==> config.mk <==
export PLATFORM = sky130hd
export DESIGN_NAME = uart_tx_fifo
export DESIGN_NICKNAME = d
export VERILOG_FILES = /design/src/rtl/uart_tx_fifo.sv
export SDC_FILE = /design/constraint.sdc
export NUM_CORES = 1
export LEC_CHECK = 0
export CAP_MARGIN = 10
export CELL_PAD_IN_SITES_DETAIL_PLACEMENT = 1
export CELL_PAD_IN_SITES_GLOBAL_PLACEMENT = 1
export CORE_MARGIN = 2
export CORE_UTILIZATION = 50
export CTS_BUF_LIST = sky130_fd_sc_hd__clkbuf_16
export DETAILED_ROUTE_END_ITERATION = 10
export GPL_TIMING_DRIVEN = 0
export PLACE_DENSITY_LB_ADDON = 0.1
export SYNTH_ARGS = -nofsm -noshare
export SYNTH_HDL_FRONTEND = slang
export SYNTH_SLANG_ARGS = --single-unit
==> constraint.sdc <==
create_clock -name Clock -period 2.6 [get_ports Clock]
set_input_delay 0.52 -clock Clock [delete_from_list [all_inputs] [get_ports Clock]]
set_output_delay 0.52 -clock Clock [all_outputs]
set_load 0.02 [all_outputs]
==> src/rtl/uart_tx_fifo.sv <==
// uart_tx_fifo: byte FIFO feeding the bit-level UART serial writer.
// Producers push bytes at up to one per Clock; a small drain FSM hands the
// head byte to the writer using its level tx_ready / rising-edge tx_send
// handshake, so producers never need to look at the serial line.
// Optional build macro UART_TX_FIFO_OVERFLOW_EN adds overflow / overflow_clr /
// drop_cnt for reporting dropped pushes; without it drops are silent.
module uart_tx_fifo #(
  parameter int DEPTH_LOG2 = 4
) (
  input  logic                  Clock,
  input  logic                  Reset,
  input  logic                  wr_en,
  input  logic [7:0]            wr_data,
  output logic                  full,
  output logic                  empty,
  output logic [DEPTH_LOG2:0]   count,
  output logic                  busy,
  input  logic                  tx_ready,
  output logic                  tx_send,
  output logic [7:0]            tx_data
`ifdef UART_TX_FIFO_OVERFLOW_EN
  ,
  input  logic                  overflow_clr,
  output logic                  overflow,
  output logic [7:0]            drop_cnt
`endif
);

  localparam int                DEPTH   = 1 << DEPTH_LOG2;
  localparam logic [DEPTH_LOG2:0] DEPTH_C = (DEPTH_LOG2+1)'(DEPTH);
  localparam logic [DEPTH_LOG2:0] ONE_C   = (DEPTH_LOG2+1)'(1);

  typedef enum logic [1:0] {
    S_IDLE = 2'd0,
    S_SEND = 2'd1,
    S_HOLD = 2'd2
  } state_t;

  logic [7:0]            mem_q [DEPTH];
  logic [DEPTH_LOG2-1:0] wr_ptr_q, rd_ptr_q;
  logic [DEPTH_LOG2:0]   count_q, count_d;
  state_t                state_q;
  logic                  tx_send_q;
  logic [7:0]            tx_data_q;

  logic push, pop, drop;

  // The writer pulling tx_ready low while we offer a byte is the acceptance
  // point; that is the only place a byte leaves the buffer.
  assign pop  = (state_q == S_SEND) && !tx_ready;
  // A pop in the same cycle frees a slot, so a full FIFO can still accept.
  assign push = wr_en && ((count_q != DEPTH_C) || pop);
  assign drop = wr_en && !push;

  assign full    = (count_q == DEPTH_C);
  assign empty   = (count_q == '0);
  assign count   = count_q;
  assign busy    = !empty || (state_q != S_IDLE);
  assign tx_send = tx_send_q;
  assign tx_data = tx_data_q;

  // Occupancy next-state: simultaneous push and pop cancel out.
  always_comb begin
    count_d = count_q;
    case ({push, pop})
      2'b10:   count_d = count_q + ONE_C;
      2'b01:   count_d = count_q - ONE_C;
      default: count_d = count_q;
    endcase
  end

  // Storage array; contents need no reset since pointers/count define validity.
  always_ff @(posedge Clock) begin
    if (push) mem_q[wr_ptr_q] <= wr_data;
  end

  // Pointers and occupancy; pointers wrap naturally at DEPTH.
  always_ff @(posedge Clock or negedge Reset) begin
    if (!Reset) begin
      wr_ptr_q <= '0;
      rd_ptr_q <= '0;
      count_q  <= '0;
    end else begin
      if (push) wr_ptr_q <= wr_ptr_q + 1'b1;
      if (pop)  rd_ptr_q <= rd_ptr_q + 1'b1;
      count_q <= count_d;
    end
  end

  // Drain FSM with registered tx_send/tx_data. tx_data is only loaded when
  // leaving S_IDLE, so it is stable for the whole time tx_send is high, and
  // S_HOLD plus the S_IDLE re-check give at least two low cycles between bytes.
  always_ff @(posedge Clock or negedge Reset) begin
    if (!Reset) begin
      state_q   <= S_IDLE;
      tx_send_q <= 1'b0;
      tx_data_q <= 8'h00;
    end else begin
      case (state_q)
        S_IDLE: begin
          if (!empty && tx_ready) begin
            tx_data_q <= mem_q[rd_ptr_q];
            tx_send_q <= 1'b1;
            state_q   <= S_SEND;
          end
        end
        S_SEND: begin
          if (!tx_ready) begin
            tx_send_q <= 1'b0;
            state_q   <= S_HOLD;
          end
        end
        S_HOLD: begin
          if (tx_ready) state_q <= S_IDLE;
        end
        default: begin
          tx_send_q <= 1'b0;
          state_q   <= S_IDLE;
        end
      endcase
    end
  end

`ifdef UART_TX_FIFO_OVERFLOW_EN
  logic       overflow_q;
  logic [7:0] drop_cnt_q;

  assign overflow = overflow_q;
  assign drop_cnt = drop_cnt_q;

  // Sticky drop flag and saturating drop counter. A drop in the clear cycle
  // keeps the flag set and restarts the counter at one so it is not lost.
  always_ff @(posedge Clock or negedge Reset) begin
    if (!Reset) begin
      overflow_q <= 1'b0;
      drop_cnt_q <= 8'h00;
    end else begin
      if (drop)              overflow_q <= 1'b1;
      else if (overflow_clr) overflow_q <= 1'b0;
      if (overflow_clr)                        drop_cnt_q <= drop ? 8'h01 : 8'h00;
      else if (drop && (drop_cnt_q != 8'hFF))  drop_cnt_q <= drop_cnt_q + 8'h01;
    end
  end
`endif

endmodule
# --- Word level (Yosys, flattened, before mapping) ---
# Memory sizes are Yosys's and may differ from the RTL's. A register that Yosys moved wholly into a read port is not among the register bits.
# Cells that the tools add are included.
classes:
  n_addsub: 4
  n_eq_ne: 9
  n_reduce_logical: 15
  mux: 10
  n_bitwise: 1
op_table:
  columns: ["operator", "count"]
  rows:
  - ["one-hot mux 5 bit (2 select lines)", 1]
  - ["adder 4 x 1 -> 4 bit, second input constant", 2]
  - ["two-way mux 2 bit", 3]
  - ["!= test 2 bit, second input constant", 3]
  - ["one-hot mux 2 bit (3 select lines)", 1]
  - ["AND reduction 3 bit", 2]
  - ["adder 5 x 1 -> 5 bit, second input constant", 1]
  - ["equality test 5 bit, second input constant", 1]
  - ["zero test 5 bit", 1]
  - ["!= test 5 bit, second input constant", 1]
  - ["subtractor 5 x 1 -> 5 bit, second input constant", 1]
  - ["equality test 2 x 1 -> 1 bit, second input constant", 2]
  - ["equality test 2 bit, second input constant", 2]
  - ["two-way mux 1 bit", 4]
  - ["nonzero test 2 bit", 2]
  - ["logical AND 1 bit", 3]
  - ["zero test 1 bit", 3]
  - ["one-hot mux 1 bit (3 select lines)", 1]
  - ["zero test 2 bit", 1]
  - ["logical OR 1 bit", 2]
  - ["AND reduction 2 bit", 1]
  - ["NOT 1 bit", 1]
word_totals:
  register_bits: 16
  output_inout_bits: 17
  ramBits: 128
  n_memories: 1
mem_list:
  columns: ["name", "depth", "word_bits", "rd", "rd_ports_with_merged_regs", "write_ports", "line_no", "text"]
  rows:
  - ["mem_q", 16, 8, 1, 1, 1, "39", "logic [7:0] mem_q [DEPTH];"]

# --- Logic depth before layout (Yosys ltp) ---
# Gate-level depths: netlist of run 1.
logic_depth:
  ltp_word: 6
  mapped_depth: 9

# --- Worst setup path after synthesis of run 1 ---
# OpenSTA, ideal clock, no wires.
synth_timing:
  path_type: "input to register"
  startpoint: "in tx_ready"
  endpoint: "reg count_q[4] (netlist: count[4])"
  setup_time_ns: 0.131
  arrival_ns: 1.955
  slack_ns: 0.514
  cell_stages: 9
  cell_sequence: "nor3b_4 -> and2b_2 -> inv_1 -> fa_1 -> inv_1 -> a21o_1 -> a21oi_1 -> mux2i_1 -> xnor2_1"
synth_between:
  elab_chain_len: 6
  elab_cells_between_ends: 8
  cone_classes: "eq/ne (2); mux (1); reduce/logical (5)"
synth_lines:
  columns: ["element", "line_no", "text"]
  rows:
  - ["from (decl)", "18", "input logic tx_ready,"]
  - ["zero test 1 bit (*)", null, null]
  - ["logical AND 1 bit (*)", "50", "assign pop = (state_q == S_SEND) && !tx_ready;"]
  - ["logical OR 1 bit", "52", "assign push = wr_en && ((count_q != DEPTH_C) || pop);"]
  - ["logical AND 1 bit", "52", null]
  - ["equality test 2 x 1 -> 1 bit / equality test 2 bit (equally long branches)", "65", "case ({push, pop})"]
  - ["one-hot mux 5 bit (2 select lines) / nonzero test 2 bit (equally long branches)", null, null]
  - ["to (signal assigned)", "86", "count_q <= count_d;"]
  - ["to (decl)", "41", "logic [DEPTH_LOG2:0] count_q, count_d;"]
# Mark *: on every way between the ends. The rest lies on a longest branch, timed or not.
# A chain may end at the register's enable or synchronous reset.

# --- Final worst setup path of run 1 ---
layout_timing:
  startpoint: "in tx_ready"
  endpoint: "mem mem_q[6][7] (enable)"
layout_between:
  elab_chain_len: 6
layout_lines:
  columns: ["element", "line_no", "text"]
  rows:
  - ["zero test 1 bit", null, null]
  - ["logical AND 1 bit", "50", null]
  - ["logical OR 1 bit", "52", null]
  - ["logical AND 1 bit", "52", null]
  - ["two-way mux 1 bit", "74", "if (push) mem_q[wr_ptr_q] <= wr_data;"]
  - ["two-way mux 1 bit (implied by the code)", "74", null]
  - ["to (decl)", "39", null]
# No other way between the ends.

==> results of run 1 <==
flip-flops by register name (all words and copies together) (netlist names):
signal    cells
mem_q       128
state_q       2
rd_ptr_q      4
count         5
tx_data       8
tx_send       1
wr_ptr_q      4
per-stage QoR:
step | instances | TNS (ps) | hold slack, ps | setup WS [ps] | utilization (%)
4_1_cts | 521 | -4470 | 495 | -184 | 59.6
5_1_grt | 524 | -762 | 369 | -49.9 | 60.0
6_report | 524 | 0 | 374 | 83.3 | 60.0
3_5_place_dp | 489 | -52680 | 480 | -618 | 55.2
2_1_floorplan | 314 | 0 | 224 | 514 | -
3_3_place_gp | 489 | -50990 | 485 | -581 | 55.2
routing by layer:
metal | wire, um | part of all wire (%) | GRT usage [%]
met1 | 5120 | 44 | 26.8
met2 | 5960 | 51 | 32.2
met3 | 431 | 3.7 | 5.43
met4 | 255 | 2.2 | 7.15
met5 | 0 | 0 | 0
area by class of cell:
cell class	instances	area (um2)
fill	1058	4800
sequential	152	4440
multi-input combinational	138	1610
clock buffer	17	425
timing repair buffer	31	318
tap	147	184
clock inverter	15	96.3
buffer	12	86.3
inverter	12	45.0
cells in the mapped netlist, types with 6 or more instances:
cell type / count / area, um2
dfrtp_1: 24 / 601
mux4_2: 32 / 721
xnor2_1: 10 / 87.6
nand2_1: 13 / 48.8
edfxtp_1: 128 / 3840
o221ai_1: 8 / 70.1
nor2_1: 6 / 22.5
ha_1: 8 / 100
mux2i_1: 18 / 180
buf_2: 6 / 30.0
and2_1: 12 / 75.1
inv_1: 12 / 45.0
power breakdown:
part | internal (mW) | total (mW) | leakage, nW | switching [mW]
combinational | 1.16 | 2.39 | 0.819 | 1.23
sequential | 3.04 | 3.27 | 1.45 | 0.227
clock | 1.28 | 2.18 | 0.267 | 0.906
total | 5.48 | 7.84 | 2.53 | 2.36
what timing repair did:
| item | 4_1_cts | 5_1_grt |
|---|---|---|
| resized for setup | 4 | 6 |
| endpoints found under the setup margin | 50 | 57 |
| pin swaps | 0 | 1 |
| cloned | 0 | 0 |
| setup buffers | 0 | 2 |
worst paths after layout:
kind                       startpoint     endpoint  slack (ps)  cells after the start
max                          tx_ready  mem_q[6][7]          80                      6
max in group asynchronous       Reset  wr_ptr_q[2]        1740                      2
min reg2reg                tx_data[7]   tx_data[7]         490                      2
min                             Reset     count[0]         370                      1
max reg2reg                state_q[0]  mem_q[6][7]         310                      5
min in group Clock         tx_data[7]   tx_data[7]         490                      2
logic make-up (layout without fill, tap and decap cells):
kind of cell    after synthesis  after routing  share of synthesized area [%]
compound gates               17             17                           2.05
xor+xnor                     11             11                           1.56
fa+ha+maj                     9              9                           1.95
buf+inv                      24             87                           2.13
flops                       152            152                           72.0
mux                          53             53                           15.1
simple gates                 48             48                           5.13
==> summary.txt, run 1 <==
result of the run -> finished, final reports clean
first-pass detailed-route iteration total -> 4
slew margin rel. -> 57.9%
H-tree depth -> 4
Worst-path clk slew -> 60 ps
Distinct cells, synth -> 38
clk buf depth -> 2
DP Wirelength -> 7.98 mm
DP Area -> 6630 um2
vias in the first global route -> 3164
CP cell instances -> clkdlybuf4s50_1 -> nor3b_4 -> o21a_1 -> buf_6 -> nand3b_1 -> nor2_2
worst-path maximum fanout -> 9
# DRC -> 0
ANT cells -> 0
FFs w/ async S/R, synth -> 15.8%
Startpoint Class -> input pin
largest net degree at the start of global routing -> 25
commonest non-fill, non-tap cell in the layout -> edfxtp_1
Pwr Total -> 7.84 mW
remaining global-route overflow -> 0
setup violators final -> 0
number of synthesized flops with an enable pin -> 128
sequential cell area fraction in the yosys report -> 72.0%
initial DRC count -> 205
final wirelength -> 11.8 mm
PD cells -> 1090 nW/um2
Tot GR Track Use -> 20.1%
Max stage delay on crit path -> 530 ps
Die W -> 115 um
Least-Margin Pin Slew -> 629 ps
fin crit share -> 96.8%
Synth Register Bits -> 152
Antenna Nets Post-Route -> 0
# port buffers -> 28
Period minus WS final -> 2520 ps
Worst VDD drop -> 0.000619 V
die height -> 115 um
core box area -> 12000 um2
final hold viol count -> 0
Warnings, synthesis -> 0
max cap viols -> 0
unrepaired setup endpoints after global routing -> true
Buf+Inv Stages, Crit Path -> 2
Crit Path Category -> input pin to register
clock sink count -> 152
via count -> 2941
CP top delay family -> simple AND/OR/NAND/NOR gates
commonest non-fill, non-tap cells in the layout -> edfxtp_1 (128), mux4_2 (32), clkdlybuf4s50_1 (26)
Hold Buf Count CTS -> 0
clock latency on the worst-skew pair -> 420 ps
Inserted Clock Buffers -> 17
Syn Nets -> 335
initial antenna violation count -> 0
placer congestion estimate -> 0.706
clock tree root driver cell -> clkbuf_16
Clock Skews -> 8.34 ps
Critical Path AT -> 2570 ps
Slew Viols, Final -> 0
Post-Synthesis Cells -> 314
Vias/cell -> 5.61
post-synthesis cell area -> 6170 um2
initial core utilization -> 51.4%
Highest Clock Rate -> 397 MHz
Leakage -> 2.53 nW
syn_area_per_cell -> 19.6 um2
Finished Cell Area -> 7210 um2
Die ar. -> 13200 um2
Final nets -> 385
area grow syn2layout -> 16.8%
Most used DFF post-synth -> edfxtp_1
I/O pins -> 29
cell row count -> 40
drt wl/cell -> 22.5 um
layout cells sized above 1 -> 24.7%
Slowest-stage cell, CP -> clkdlybuf4s50_1
CTS tree -> yes
hold crit path type -> input pin to asynchronous set/reset pin
Data required, critical path -> 2650 ps
first-pass GRT wire length -> 18.7 mm
Setup crit end kind -> register
Power figures use the tool's default switching activity.
==> run 2: changes to the inputs <==
--- a/config.mk
+++ b/config.mk
@@ -14,6 +14,7 @@
 export DETAILED_ROUTE_END_ITERATION = 10
 export GPL_TIMING_DRIVEN = 0
 export PLACE_DENSITY_LB_ADDON = 0.1
+export SKIP_LAST_GASP = 1
 export SYNTH_ARGS = -nofsm -noshare
 export SYNTH_HDL_FRONTEND = slang
 export SYNTH_SLANG_ARGS = --single-unit
==> results of run 2 <==
The final DEF is identical to that of run 1; final timing and power are the same.
==> run 3: changes to the inputs <==
--- a/config.mk
+++ b/config.mk
@@ -10,7 +10,6 @@
 export CELL_PAD_IN_SITES_GLOBAL_PLACEMENT = 1
 export CORE_MARGIN = 2
 export CORE_UTILIZATION = 50
-export CTS_BUF_LIST = sky130_fd_sc_hd__clkbuf_16
 export DETAILED_ROUTE_END_ITERATION = 10
 export GPL_TIMING_DRIVEN = 0
 export PLACE_DENSITY_LB_ADDON = 0.1
==> summary.txt, run 3 (synthesized netlist as in run 1, its figures left out) <==
H-tree depth -> 4 (unchanged)
Die W -> 115 um (unchanged)
Period minus WS final -> 2530 ps (was 2520 ps)
clk buf depth -> 2 (unchanged)
remaining global-route overflow -> 0 (unchanged)
Placement Setup Slack -> -618 ps (unchanged)
Largest Register -> mem_q (unchanged)
setup ws final -> 68.3 ps (was 83.3 ps)
Tot GR Track Use -> 20.0% (was 20.1%)
Antenna Nets Post-Route -> 0 (unchanged)
Final nets -> 385 (unchanged)
Inserted Clock Buffers -> 17 (unchanged)
I/O pins -> 29 (unchanged)
initial antenna violation count -> 0 (unchanged)
max reg flops -> 128 (unchanged)
fin crit share -> 97.4% (was 96.8%)
vias in the first global route -> 3163 (was 3164)
via count -> 2953 (was 2941)
die height -> 115 um (unchanged)
first-pass detailed-route iteration total -> 4 (unchanged)
initial core utilization -> 51.4% (unchanged)
initial DRC count -> 210 (was 205)
Worst VDD drop -> 0.000648 V (was 0.000619 V)
Critical Path AT -> 2580 ps (was 2570 ps)
commonest non-fill, non-tap cell in the layout -> edfxtp_1 (unchanged)
unrepaired setup endpoints after global routing -> true (unchanged)
clock tree root driver cell -> clkbuf_16 (unchanged)
Die ar. -> 13200 um2 (unchanged)
Leakage -> 2.54 nW (was 2.53 nW)
CTS tree -> yes (unchanged)
Filler Cell Count -> 1058 (unchanged)
slew margin rel. -> 58.0% (was 57.9%)
final hold viol count -> 0 (unchanged)
worst-path maximum fanout -> 9 (unchanged)
first-pass GRT wire length -> 18.6 mm (was 18.7 mm)
core box area -> 12000 um2 (unchanged)
Clock Skews -> 8.34 ps (about the same)
# DRC -> 0 (unchanged)
Startpoint Class -> input pin (unchanged)
hold crit path type -> input pin to asynchronous set/reset pin (unchanged)
layout cells sized above 1 -> 25.5% (was 24.7%)
# port buffers -> 28 (unchanged)
final wirelength -> 11.8 mm (about the same)
post-route setup TNS -> 0 ps (unchanged)
Vias/cell -> 5.64 (was 5.61)
clock latency on the worst-skew pair -> 420 ps (about the same)
max cap viols -> 0 (unchanged)
drt wl/cell -> 22.5 um (about the same)
clock sink count -> 152 (unchanged)
Highest Clock Rate -> 395 MHz (was 397 MHz)
Setup crit end kind -> register (unchanged)
post-placement cell count -> 489 (unchanged)
Hold Buf Count CTS -> 0 (unchanged)
register area -> 4440 um2 (unchanged)
Layout Cells excl Fill -> 524 (unchanged)
placer congestion estimate -> 0.706 (unchanged)
DP Wirelength -> 7.98 mm (unchanged)
multi-input logic area -> 1610 um2 (unchanged)
Worst-path clk slew -> 60 ps (about the same)
result of the run -> finished, final reports clean (unchanged)
Data required, critical path -> 2650 ps (about the same)
setup violators final -> 0 (unchanged)
area grow syn2layout -> 17.3% (was 16.8%)
Slew Viols, Final -> 0 (unchanged)
Crit Path Category -> input pin to register (unchanged)
ANT cells -> 0 (unchanged)
PD cells -> 1100 nW/um2 (was 1090 nW/um2)
cell row count -> 40 (unchanged)
Least-Margin Pin Slew -> 628 ps (was 629 ps)
commonest non-fill, non-tap cells in the layout -> edfxtp_1 (128), mux4_2 (32), clkdlybuf4s50_1 (26) (unchanged)
largest net degree at the start of global routing -> 25 (unchanged)
run 3: changes by cell type in the layout (fill, tap and decap cells not counted):
| cell | before | now |
|---|---|---|
| clkbuf_8 | 0 | 3 |
| clkinv_1 | 5 | 2 |
| clkbuf_1 | 1 | 4 |
| inv_1 | 15 | 12 |
run 3: worst max-delay path, stage by stage:
cell             delay (ps)
clkdlybuf4s50_1         530
nor3b_4                 350
o21a_1                  280
buf_6                   160
nand3b_1                230
nor2_2                  510
run 3: per-layer routing:
metal	wire length [um]	GRT usage, %
met3	558	5.43
met2	5960	32.3
met1	5010	26.6
met5	0	0
met4	255	7.15
run 3: final cells by class:
class	instances	area share, %
flip-flops and latches	152	61.4
multi-input cells	138	22.2
clock buffers	23	6.60
repair buffers	31	4.39
well taps	147	2.54
plain buffers	12	1.19
clock inverters	9	1.02
inverters	12	0.622
run 3: report_power, final:
part           switching [mW]  leakage [nW]  internal (mW)
sequential              0.225          1.45           3.04
clock                   0.900         0.272           1.38
combinational            1.23         0.819           1.16
run 3: path summary, 6_finish.rpt:
check | from | slack [ps] | to | cells past startpoint
worst min register to register | tx_data[7] | 490 | tx_data[7] | 2
worst max register to register | state_q[0] | 300 | mem_q[6][7] | 5
worst min-delay path | Reset | 380 | count[0] | 1
max in group asynchronous | Reset | 1730 | wr_ptr_q[2] | 2
min in group Clock | tx_data[7] | 490 | tx_data[7] | 2
worst max-delay path | tx_ready | 70 | mem_q[6][7] | 6
run 3: per-stage QoR:
stage	hold WS (ps)	total power, mW	util (%)	area, um2
6_report	376	7.93	60.3	7240
5_1_grt	369	8.33	60.3	7240
4_1_cts	495	8.02	59.8	7190
3_5_place_dp	480	5.74	55.2	6630
3_3_place_gp	485	5.67	55.2	6630
2_1_floorplan	224	4.93	-	6170
run 3: what timing repair did:
action                     CTS  global route
gates resized for setup      4             6
pin swaps                    0             1
buffers inserted             0             2
setup endpoints to repair   50            57
